==> config.mk <==
export PLATFORM = sky130hd
export DESIGN_NAME = frame_scheduler
export DESIGN_NICKNAME = d
export VERILOG_FILES = /design/src/rtl/brus16_pkg.sv /design/src/rtl/frame_scheduler_rect_dma.sv /design/src/rtl/frame_scheduler.sv
export SDC_FILE = /design/constraint.sdc
export NUM_CORES = 1
export LEC_CHECK = 0
export ABC_AREA = 1
export ABC_CLOCK_PERIOD_IN_PS = 2760
export BUFFER_PORTS_ARGS = -buffer_cell sky130_fd_sc_hd__buf_2
export CAP_MARGIN = 20
export CORE_ASPECT_RATIO = 1.2
export CORE_MARGIN = 4
export CORE_UTILIZATION = 42
export DETAILED_ROUTE_END_ITERATION = 16
export PLACE_DENSITY = 0.76
export SLEW_MARGIN = 40
export SYNTH_ARGS = -nofsm -noshare
export SYNTH_HDL_FRONTEND = slang
export SYNTH_SLANG_ARGS = --single-unit
==> constraint.sdc <==
create_clock -name clk -period 2.76 [get_ports clk]
set_input_delay 0.552 -clock clk [delete_from_list [all_inputs] [get_ports clk]]
set_output_delay 0.552 -clock clk [all_outputs]
set_load 0.03 [all_outputs]
==> src/rtl/brus16_pkg.sv <==
// Shared brus16 types and memory-map constants used by the frame scheduler,
// the GPU rectangle buffer and the firmware linker map.
package brus16_pkg;

    typedef enum logic [1:0] {
        IDLE  = 2'd0,
        COPY  = 2'd1,
        START = 2'd2,
        RUN   = 2'd3
    } sched_state_t;

    localparam int          RECT_COUNT     = 64;
    localparam int          RECT_WORD_SIZE = 5;
    localparam logic [12:0] DEF_RECT_BASE  = 13'h1C00;
    localparam int          DEF_RECT_WORDS = RECT_COUNT * RECT_WORD_SIZE;

endpackage

==> src/rtl/frame_scheduler_rect_dma.sv <==
// Rectangle-table copier: walks RECT_WORDS data-RAM words and replays them
// into the GPU buffer one cycle after each registered read returns.
module rect_dma #(
    parameter int                    DATA_WIDTH = 13,
    parameter logic [DATA_WIDTH-1:0] RECT_BASE  = '0,
    parameter int                    RECT_WORDS = 320,
    parameter int                    GPU_AW     = 9
) (
    input  logic                  clk,
    input  logic                  rst_n,
    input  logic                  i_run,
    input  logic [15:0]           i_rd_data,
    output logic [DATA_WIDTH-1:0] o_rd_addr,
    output logic                  o_gpu_we,
    output logic [GPU_AW-1:0]     o_gpu_addr,
    output logic [15:0]           o_gpu_data,
    output logic                  o_last_wr,
    output logic                  o_done
);

    localparam int             IW   = GPU_AW + 1;
    localparam logic [IW-1:0] LAST = IW'(RECT_WORDS - 1);

    logic [IW-1:0]     r_idx;
    logic              r_pend;
    logic [GPU_AW-1:0] r_pend_addr;
    logic              r_pend_last;
    logic              r_gpu_we;
    logic [GPU_AW-1:0] r_gpu_addr;
    logic [15:0]       r_gpu_data;
    logic              r_done;
    logic              w_issue;

    // Index parks at RECT_WORDS once every read has gone out.
    assign w_issue   = i_run & (r_idx <= LAST);
    assign o_rd_addr = RECT_BASE + DATA_WIDTH'(r_idx);

    always_ff @(posedge clk or negedge rst_n) begin
        if (!rst_n) begin
            r_idx       <= '0;
            r_pend      <= 1'b0;
            r_pend_addr <= '0;
            r_pend_last <= 1'b0;
            r_gpu_we    <= 1'b0;
            r_gpu_addr  <= '0;
            r_gpu_data  <= '0;
            r_done      <= 1'b0;
        end else begin
            if (!i_run) begin
                r_idx <= '0;
            end else if (w_issue) begin
                r_idx <= r_idx + 1'b1;
            end
            r_pend      <= w_issue;
            r_pend_addr <= r_idx[GPU_AW-1:0];
            r_pend_last <= w_issue & (r_idx == LAST);
            r_gpu_we    <= r_pend;
            if (r_pend) begin
                r_gpu_addr <= r_pend_addr;
                r_gpu_data <= i_rd_data;
            end
            r_done <= r_pend_last;
        end
    end

    assign o_gpu_we   = r_gpu_we;
    assign o_gpu_addr = r_gpu_addr;
    assign o_gpu_data = r_gpu_data;
    assign o_last_wr  = r_pend_last;
    assign o_done     = r_done;

endmodule

==> src/rtl/frame_scheduler.sv <==
// Per-frame brus16 sequencer: copies the rectangle table to the GPU on vsync,
// then releases the CPU until it reports the frame done.
module frame_scheduler #(
    parameter int                    DATA_WIDTH = 13,
    parameter logic [DATA_WIDTH-1:0] RECT_BASE  =
        DATA_WIDTH'(brus16_pkg::DEF_RECT_BASE),
    parameter int                    RECT_WORDS = brus16_pkg::DEF_RECT_WORDS,
    parameter int                    GPU_AW     = 9
) (
    input  logic                  clk,
    input  logic                  reset,
    input  logic                  vsync,
    input  logic                  cpu_done,
    output logic                  cpu_reset,
    input  logic [DATA_WIDTH-1:0] cpu_mem_rd_addr,
    input  logic                  cpu_mem_we,
    output logic [DATA_WIDTH-1:0] mem_rd_addr,
    input  logic [15:0]           mem_rd_data,
    output logic                  mem_we,
    output logic                  gpu_we,
    output logic [GPU_AW-1:0]     gpu_addr,
    output logic [15:0]           gpu_data,
    output logic                  frame_overrun,
    output logic [15:0]           frame_count
);

    import brus16_pkg::*;

    sched_state_t          r_state;
    sched_state_t          w_next;
    logic                  r_cpu_reset;
    logic                  r_overrun;
    logic [15:0]           r_frame_count;
    logic                  w_copy;
    logic                  w_run;
    logic                  w_ovr_set;
    logic                  w_dma_last;
    logic                  w_dma_done;
    logic [DATA_WIDTH-1:0] w_dma_addr;

    assign w_copy    = (r_state == COPY);
    assign w_run     = (r_state == RUN);
    assign w_ovr_set = w_run & vsync & ~cpu_done;

    always_comb begin
        w_next = r_state;
        unique case (r_state)
            IDLE:    if (vsync) w_next = COPY;
            COPY:    if (w_dma_done) w_next = START;
            START:   w_next = RUN;
            RUN:     if (cpu_done) w_next = vsync ? COPY : IDLE;
            default: w_next = IDLE;
        endcase
    end

    // cpu_reset is registered off the next state so it is glitch-free.
    always_ff @(posedge clk or negedge reset) begin
        if (!reset) begin
            r_state       <= IDLE;
            r_cpu_reset   <= 1'b1;
            r_overrun     <= 1'b0;
            r_frame_count <= '0;
        end else begin
            r_state     <= w_next;
            r_cpu_reset <= (w_next != RUN);
            if (w_ovr_set) begin
                r_overrun <= 1'b1;
            end
            if (w_dma_last) begin
                r_frame_count <= r_frame_count + 16'd1;
            end
        end
    end

    rect_dma #(
        .DATA_WIDTH (DATA_WIDTH),
        .RECT_BASE  (RECT_BASE),
        .RECT_WORDS (RECT_WORDS),
        .GPU_AW     (GPU_AW)
    ) u_dma (
        .clk        (clk),
        .rst_n      (reset),
        .i_run      (w_copy),
        .i_rd_data  (mem_rd_data),
        .o_rd_addr  (w_dma_addr),
        .o_gpu_we   (gpu_we),
        .o_gpu_addr (gpu_addr),
        .o_gpu_data (gpu_data),
        .o_last_wr  (w_dma_last),
        .o_done     (w_dma_done)
    );

    // CPU writes are gated so a held CPU cannot corrupt the table.
    assign mem_rd_addr   = w_copy ? w_dma_addr : cpu_mem_rd_addr;
    assign mem_we        = cpu_mem_we & w_run;
    assign cpu_reset     = r_cpu_reset;
    assign frame_overrun = r_overrun;
    assign frame_count   = r_frame_count;

endmodule
* After elaboration in Yosys (flattened, before gate mapping)
Cells that the tools add are included.
Word-level totals: flip-flop bits (word level) 68, input port bits 34, word-level logic and storage cells 37, output and inout port bits 58
Operators by class: add/sub/neg operators 3, muxes and demuxes 8, equality and inequality tests 6, bitwise logic cells 6, reduce and logical (&&, ||, !) cells 1, magnitude comparators 1
Operators by type and width (number):
- $mux 10 | 2
- $add 16x1->16 const B | 1
- $mux 13 | 1
- $add 11x11->12 const A | 1
- $add 10x1->10 const B | 1
- $eq 10x9->1 const B | 1
- $le 10x9->1 const B | 1
- $pmux 2 s4 | 1
- $mux 2 | 3
- $and 1x1->1 | 5
- $eq 2x2->1 const B | 2
- $ne 2x2->1 const B | 2
- $eq 2x1->1 const B | 1
- $logic_not 2->1 | 1
- $mux 1 | 1
- $not 1->1 | 1

* Depth between registers and ports, before layout
Gate-level depths: netlist of run 1.
depth after elaboration 4, mapped depth 8, mapped depth without buffers 8

* Hierarchy
A second synthesis of run 1 with hierarchy kept.
Second synthesis, totals: cell total of the unflattened synthesis 301, area, all modules 3019.1 µm²
By module, submodules not included:
- rect_dma | seq. area each 1201.2 µm², instances 1, cells each 153, area each 1908.1 µm²
- frame_scheduler | seq. area each 501.7 µm², instances 1, cells each 148, area each 1111.1 µm²

* Worst setup path before layout of run 1
Ideal clock, no wire load.
path type register -> output, from register r_state[1], to output port mem_rd_addr[3], cell stages (with the launch flop) 5, buffers on the path 1, slack 748 ps, arrival 1460 ps, required time 2208 ps, cell sequence dfrtp_1 > nor2_4 > inv_2 > buf_2 > o21ai_0
On the way: cells in the longest elaborated chain, start to end 2
RTL lines:
- from (decl) | line frame_scheduler.sv:29 | sched_state_t r_state;
- from (signal assigned) | line frame_scheduler.sv:64 | r_state <= w_next;
- $eq 2x1->1 | line frame_scheduler.sv:41 | assign w_copy = (r_state == COPY);
- $mux 13 | line frame_scheduler.sv:94 | assign mem_rd_addr = w_copy ? w_dma_addr : cpu_mem_rd_addr;
- to (decl) | line frame_scheduler.sv:17 | output logic [DATA_WIDTH-1:0] mem_rd_addr,
No other way between the ends.

* Final worst setup path of run 1
from register r_state[1], to output port mem_rd_addr[6]
Same word-level chain as after synthesis.

==> results of run 1 <==
-- sequential cells by signal, summed over array words and instances (netlist names) --
register / count
frame_overrun: 1
u_dma.o_done: 1
cpu_reset: 1
r_state: 2
u_dma.o_gpu_addr: 9
u_dma.r_pend_addr: 9
u_dma.o_last_wr: 1
u_dma.r_idx: 10
u_dma.o_gpu_we: 1
u_dma.r_pend: 1
frame_count: 16
u_dma.o_gpu_data: 16
-- report_power, final --
| part | switching (mW) | internal [mW] | leakage, nW |
|---|---|---|---|
| combinational | 0.550 | 0.271 | 1.03 |
| clock | 0.400 | 0.334 | 0.0795 |
| sequential | 0.119 | 1.18 | 0.839 |
| total | 1.07 | 1.79 | 1.95 |
-- worst reg2reg max path, stage by stage (launching register included) --
cell and delay [ns]:
dfrtp_1 0.46, ha_1 0.24, nand4_2 0.17, nor2_4 0.18, nand2_1 0.08, xnor2_1 0.12
-- per-stage QoR --
stage,hold WS (ns),power (mW),instance area [sq um]
2_1_floorplan,0.2564,1.880,2947
3_3_place_gp,0.4121,2.123,3493
3_5_place_dp,0.4228,2.151,3493
4_1_cts,0.2760,2.895,3670
5_1_grt,0.1646,3.040,3672
6_report,0.1353,2.859,3672
-- final cells by class --
type | count | area [sq um]
fillers | 616 | 3141
repair buffers | 93 | 485.5
inverters | 32 | 120.1
clock buffers | 10 | 127.6
clock inverters | 6 | 48.80
well taps | 87 | 108.9
flip-flops and latches | 68 | 1703
multi-input cells | 176 | 1079
-- metal layers --
metal	global-route usage	vias to the layer above
met5	0	-
met4	0.09013	0
met3	0.02900	9
met2	0.2515	66
met1	0.1930	1073
li1	-	1099
-- cell usage in the layout (no fill, tap or decap), types with 2 or more instances in the layout --
master / instances
o21ai_1: 6
dfrtp_1: 67
clkinvlp_4: 3
nor2_4: 3
xor2_1: 6
buf_2: 90
nand2_2: 3
buf_4: 2
nor2_1: 18
a21oi_1: 3
nor2_2: 4
inv_1: 29
clkbuf_8: 9
nand4_1: 7
ha_1: 2
o21ai_0: 9
inv_6: 2
inv_2: 3
nand2_1: 66
xnor2_1: 4
mux2_2: 26
or2_2: 3
nand3_1: 7
-- worst max path at each step --
stage               cells past startpoint  slack [ns]              to  startpoint
floorplan                               4        0.75  mem_rd_addr[3]  r_state[1]
global placement                        4        0.90  mem_rd_addr[5]  r_state[1]
detailed placement                      4        0.85  mem_rd_addr[6]  r_state[1]
CTS                                     4        0.46  mem_rd_addr[6]  r_state[1]
global route                            4        0.31  mem_rd_addr[3]  r_state[1]
finish                                  4        0.47  mem_rd_addr[6]  r_state[1]
-- kinds of logic after synthesis --
kind of cell / count (synthesis)
simple gates: 117
flops: 68
buf+inv: 39
mux: 26
compound gates: 21
xor+xnor: 10
fa+ha+maj: 2
==> flow_metrics.tcl, run 1 <==
set metrics [dict create \
    slew_headroom 0.7223 \
    reg2reg_to "frame_count[8]" \
    clk_latency_ns 0.34 \
    worstSetupPathType "reg -> out" \
    grt_pass1_vias 2289 \
    min_period_ns 2.287 \
    path_clk_slew_ns 0.08 \
    critical_path_buf_inv_count 2 \
    holdCritPathClass "in -> async" \
    drt_iter0_drc 107 \
    routed-via-count 2247 \
    yosys_register_bits 68 \
    final-setup-viol-count 0 \
    top_layer_used "met4" \
    yosys.area.top_type "dfrtp_1" \
    synth.top_cell.area_share 0.5690 \
    stdcell_count 472 \
    remaining_drc_errors 0 \
    synthCells 283 \
    drtPass1Iterations 4 \
    synth.area.mux_share 0.09936 \
    postLayoutCoreUtil 0.5390 \
    wl_met1_mm 2.630 \
    cts.path.max_buffers 2 \
    post-place-cells 456 \
    ys_seq_area_frac 0.5779 \
    synth_most_common_cell "dfrtp_1" \
    clock_skew_ns 0.008821 \
    r2r_cells 5 \
    p_leak_nw 1.946 \
    dr_wl_met3_um 326 \
    clockRootBuffer "clkbuf_8" \
    grt_setup_unrepaired "false" \
    finalSetupTns_ns 0 \
    synth-compound-area-share 0.04246 \
    cts_setup_buffers 0 \
    timing.final.crit_share 0.8287 \
    routed_wirelength_mm 6.043 \
    synth_top_family_by_area "simple AND/OR/NAND/NOR gates" \
    worst-path-max-fanout 22 \
    crit_path_end_kind "output port" \
    place_ws_ns 0.8490 \
    dr_wl_met2_mm 2.934 \
    initial_utilization 0.4325 \
    synth-xor-area-share 0.02972 \
    port_buffers 91 \
    synthAdderAreaFrac 0.008493 \
    synthTopCellsByCount "dfrtp_1, nand2_1, inv_1" \
    r2r_slack_ns 1.39 \
    pin_count 92 \
    coreArea_sq_mm 0.006813 \
    outcome "completed" \
    synth_edf_count 0 \
    final_nets 416 \
    p_per_area_mw_per_mm2 778.6 \
    gp_congestion 0.8637 \
    grt_remaining_overflow 0 \
    antenna_cells 0 \
    cp_slowest_stage_delay_ns 0.43 \
    synth-main-ff-cell "dfrtp_1" \
    finalHoldViolCount 0 \
    tightest_slew_ns 0.4166 \
    postCtsResizedCells 0 \
    vias_per_cell 4.761 \
    worst_path_max_delay_cell "dfrtp_1" \
    drtAntennaViolNets 0 \
    die_area_sq_mm 0.008425 \
    timing.fmax_mhz 437.2 \
    start_kind "flip-flop" \
    grt_usage 0.1548 \
    maxCapViolCount 0 \
    cts_hold_buf 0 \
    setup_ws_ns 0.4728 \
    dieWidth_um 84.46 \
    slew_violations 0 \
    ys_types 30 \
    grt_first_pass_wirelength_mm 10.38 \
    rows 33 \
    grt_max_degree 38 \
    area_delta_synth_final_pct 24.63 \
    critPathRequiredTime_ns 2.21 \
    die_h_um 99.76 \
    antenna_found_initial 0 \
    post-dp-hpwl_mm 4.470 \
    async_flop_share 1.000 \
    synthesis.area_sq_mm 0.002947 \
    cp_cell_sequence "nor2_4, inv_2, o21ai_0, buf_2" \
    cts_tree "yes" \
    ir_worst_vdd_mv 0.4522 \
    cp_top_family "buffers and inverters" \
    numCtsBuffers 9 \
    arrival_ns 1.74 \
    clock_sinks 68 \
    drive_gt1_frac 0.4026 \
    ys_top_cells_by_area "dfrtp_1, mux2_2, nand2_1" \
    yosysWarnings 0 \
    yosys.area_share.simple 0.1860 \
    rr_startpoint "frame_count[0]" \
    synth_area_per_cell_sq_um 10.41 \
    wl_per_cell_um 12.80 \
    synth_fp_nets 319 \
    htree_levels 3 \
]
Note: power is estimated with default switching activity, not from simulation.
==> inputs of run 2 (changes only) <==
Settings changed: ABC_CLOCK_PERIOD_IN_PS 2760 to 2400.
Clock period 2.76 ns to 2.4 ns, I/O delays scaled along.
==> flow_metrics.tcl, run 2 (same netlist as run 1, synthesis figures left out) <==
set metrics [dict create \
    drtAntennaViolNets 0 \
    final-setup-viol-count 0 \
    tightest_slew_ns 0.3673 \
    grt_first_pass_wirelength_mm 10.09 \
    p_leak_nw 1.970 \
    vias_per_cell 4.686 \
    finalSetupTns_ns 0 \
    clock_skew_ns 0.007987 \
    antenna_found_initial 0 \
    grt_remaining_overflow 0 \
    wl_met1_mm 2.485 \
    final_nets 416 \
    pin_count 92 \
    clockRootBuffer "clkbuf_8" \
    cts_setup_buffers 0 \
    layout_common_cells "buf_2, dfrtp_1, nand2_1" \
    routed_wirelength_mm 5.875 \
    drtPass1Iterations 4 \
    p_per_area_mw_per_mm2 933.3 \
    wl_per_cell_um 12.45 \
    holdCritPathClass "in -> async" \
    postCtsResizedCells 0 \
    numCtsBuffers 9 \
    cts_hold_buf 0 \
    drive_gt1_frac 0.4052 \
    grt_setup_unrepaired "false" \
    post-dp-hpwl_mm 4.247 \
    setup_ws_ns 0.2190 \
    final_common_cell "buf_2" \
    hold_ws_ns 0.1334 \
    grt_usage 0.1508 \
    area_delta_synth_final_pct 26.20 \
    top_layer_used "met4" \
    maxCapViolCount 0 \
    crit_path_end_kind "output port" \
    slew_violations 0 \
    dr_wl_met2_mm 2.884 \
    slew_headroom 0.7526 \
    die_area_sq_mm 0.008425 \
    remaining_drc_errors 0 \
    htree_levels 3 \
    routed-via-count 2212 \
    dieWidth_um 84.46 \
    drt_iter0_drc 97 \
    worstSetupPathType "reg -> out" \
    worst-path-max-fanout 22 \
    n_fill_cell 612 \
    coreArea_sq_mm 0.006813 \
    ir_worst_vdd_mv 0.5654 \
    critPathRequiredTime_ns 1.92 \
    cts.path.max_buffers 2 \
    path_clk_slew_ns 0.07 \
    timing.final.crit_share 0.9087 \
    grt_max_degree 69 \
    clock_sinks 68 \
    outcome "completed" \
    die_h_um 99.76 \
    rr_startpoint "frame_count[0]" \
    dpl-instance-area_sq_mm 0.003493 \
    r2r_slack_ns 1.02 \
    design_area_sq_mm 0.003719 \
    min_period_ns 2.181 \
    place_ws_ns 0.5710 \
    timing.fmax_mhz 458.5 \
    cts_tree "yes" \
    port_buffers 91 \
    gp_congestion 0.8313 \
    dr_wl_met3_um 386 \
    antenna_cells 0 \
    clk_latency_ns 0.34 \
    arrival_ns 1.70 \
    initial_utilization 0.4325 \
    start_kind "flip-flop" \
    crit_start "r_state[1]" \
    finalHoldViolCount 0 \
    power_mw 3.471 \
    rows 33 \
    grt_pass1_vias 2185 \
]
==> run 2: cell count changes in the layout (fill, tap and decap cells not counted), sizes merged <==
cell,previous run,this run
bufinv,0,2
inv,34,32
==> run 2: final timing paths <==
check,to,cells past startpoint
worst max-delay path,mem_rd_addr[6],4
worst min register to register,u_dma.r_pend_addr[2],0
min in group clk,u_dma.o_gpu_data[6],2
worst min-delay path,u_dma.o_gpu_addr[8],2
worst max register to register,frame_count[12],6
max in group asynchronous,cpu_reset,2
==> run 2: critical path, cell delays in order (launching register included) <==
cell and delay, ns:
dfrtp_1 0.43, nor2_4 0.30, inv_2 0.22, o21ai_0 0.19, buf_2 0.22
==> run 2: area by class of cell <==
class | count | area [sq um] | share of cell area
clock inverters | 6 | 87.58 | 0.02355
repair buffers | 93 | 483.0 | 0.1299
well taps | 87 | 108.9 | 0.02927
clock buffers | 10 | 137.6 | 0.03701
multi-input cells | 176 | 1079 | 0.2900
inverters | 32 | 120.1 | 0.03230
flip-flops and latches | 68 | 1703 | 0.4579
==> run 2: where the power goes <==
part / switching, mW / total, mW / internal (mW)
combinational: 0.616 / 0.927 / 0.311
sequential: 0.140 / 1.50 / 1.36
clock: 0.429 / 1.04 / 0.611
total: 1.19 / 3.47 / 2.29
==> run 2: through the flow <==
stage	std cells	util
after floorplan	283	-
after global placement	456	0.5128
final	472	0.5458
after detailed placement	456	0.5128
after global routing	472	0.5458
after CTS	472	0.5458
==> run 2: routing by layer <==
| metal | global-route usage | up-vias |
|---|---|---|
| met4 | 0.08039 | 0 |
| met1 | 0.1928 | 1024 |
| met5 | 0 | - |
| met2 | 0.2418 | 77 |
| met3 | 0.03065 | 13 |
| li1 | - | 1098 |
==> inputs of run 3 (changes only) <==
Settings changed: ABC_CLOCK_PERIOD_IN_PS 2400 to 2200.
Clock period 2.4 ns to 2.2 ns, I/O delays scaled along.
==> flow_metrics.tcl, run 3 (same netlist as run 1, synthesis figures left out) <==
set metrics [dict create \
    outcome "completed" \
    path_clk_slew_ns 0.08 \
    r2r_slack_ns 0.83 \
    clock_sinks 68 \
    grt_max_degree 41 \
    maxCapViolCount 0 \
    gp_congestion 0.8438 \
    antenna_cells 0 \
    drive_gt1_frac 0.4072 \
    r2r_cells 5 \
    grt_use_met1 0.1792 \
    drt_iter0_drc 96 \
    port_buffers 91 \
    dpl-instance-area_sq_mm 0.003508 \
    clk_latency_ns 0.34 \
    grt_usage 0.1503 \
    ir_worst_vdd_mv 0.6541 \
    drtPass1Iterations 4 \
    worstSetupPathType "reg -> out" \
    grt_first_pass_wirelength_mm 10.07 \
    tightest_slew_ns 0.3433 \
    rows 33 \
    cts.path.max_buffers 2 \
    arrival_ns 1.54 \
    design_area_sq_mm 0.003741 \
    cts_tree "yes" \
    cp_slowest_stage_delay_ns 0.40 \
    final-setup-viol-count 0 \
    grt_remaining_overflow 0 \
    start_kind "flip-flop" \
    place_ws_ns 0.5702 \
    initial_utilization 0.4325 \
    vias_per_cell 4.720 \
    slew_headroom 0.7711 \
    area_delta_synth_final_pct 26.96 \
    cts_setup_buffers 0 \
    drtAntennaViolNets 0 \
    hold_ws_ns 0.3264 \
    timing.final.crit_share 0.9008 \
    grt_setup_unrepaired "false" \
    p_leak_nw 1.989 \
    holdCritPathClass "in -> reg" \
    globalRouteMet3Util 0.02983 \
    min-delay-start "mem_rd_data[9]" \
    wl_per_cell_um 12.55 \
    power_mw 3.793 \
    final_common_cell "buf_2" \
    grt_pass1_vias 2283 \
    globalRoute.busiestLayer "met2" \
    numCtsBuffers 9 \
    crit_start "r_state[0]" \
    dieWidth_um 84.46 \
    postCtsResizedCells 0 \
    reg2reg_to "frame_count[8]" \
    coreArea_sq_mm 0.006813 \
    die_area_sq_mm 0.008425 \
    final_nets 419 \
    min_period_ns 1.982 \
    clock_skew_ns 0.008355 \
    finalSetupTns_ns 0 \
    crit_path_end_kind "output port" \
    slew_violations 0 \
    remaining_drc_errors 0 \
    critPathRequiredTime_ns 1.76 \
    finalHoldViolCount 0 \
    routed_wirelength_mm 5.959 \
    p_per_area_mw_per_mm2 1014 \
    timing.fmax_mhz 504.6 \
    setup_ws_ns 0.2183 \
    post-dp-hpwl_mm 4.442 \
    htree_levels 3 \
    cp_cell_sequence "inv_1, nor2_4, inv_2, nand2_1, o21ai_1, buf_2" \
    antenna_found_initial 0 \
    use_met2 0.2539 \
    rr_startpoint "frame_count[0]" \
    endpoint "mem_rd_addr[0]" \
    layout_common_cells "buf_2, dfrtp_1, nand2_1" \
    clockRootBuffer "clkbuf_8" \
    worst_path_max_delay_cell "dfrtp_1" \
    pin_count 92 \
    die_h_um 99.76 \
    worst-path-max-fanout 22 \
    routed-via-count 2242 \
]
==> run 3: cell types whose count changed in the layout (fill, tap and decap cells not counted), sizes merged <==
cell         before  now
buf              93   95
clkinvlp          3    1
inv              32   34
clkbuf           10    9
clkinv            1    2
dlygate4sd3       0    1
==> run 3: layout make-up <==
cell class | instances | area, sq um
fillers | 623 | 3072
flip-flops and latches | 68 | 1703
multi-input cells | 176 | 1079
repair buffers | 96 | 508.0
clock buffers | 9 | 123.9
inverters | 32 | 120.1
well taps | 87 | 108.9
clock inverters | 7 | 98.84
==> run 3: timing repair <==
action                                  CTS  global route
hold endpoints to repair                 11             0
hold buffers                              1             0
endpoints found under the setup margin    0             0
==> run 3: worst min path at each step <==
| stage | end | cells after the start | slack (ns) |
|---|---|---|---|
| after detailed placement | u_dma.o_gpu_addr[6] | 1 | 0.35 |
| after floorplan | frame_count[0] | 0 | 0.14 |
| after global routing | u_dma.o_gpu_data[9] | 2 | 0.32 |
| after CTS | u_dma.o_gpu_data[4] | 2 | 0.31 |
| after global placement | u_dma.o_gpu_addr[6] | 1 | 0.35 |
| final | u_dma.o_gpu_data[9] | 2 | 0.33 |
==> run 3: metrics by stage <==
stage,instances,utilization
5_1_grt,475,0.5491
2_1_floorplan,283,-
3_5_place_dp,458,0.5150
4_1_cts,475,0.5491
6_report,475,0.5491
3_3_place_gp,458,0.5150
==> run 3: power breakdown <==
group	total [mW]	internal, mW	switching [mW]
Sequential	1.63	1.49	0.144
Clock	1.14	0.646	0.491
Combinational	1.02	0.342	0.683
==> run 3: critical path, delay by kind of cell, from the launching register on <==
family	cells	cell delay, ns
AOI/OAI and AO/OA	1	0.08
buffers and inverters	3	0.58
DFF	1	0.40
and+or+nand+nor	2	0.14
==> run 3: per-layer routing <==
layer | vias up | part of all wire
met3 | 10 | 0.062
li1 | 1112 | -
met5 | - | 0
met4 | 0 | 0.022
met2 | 70 | 0.50
met1 | 1050 | 0.42
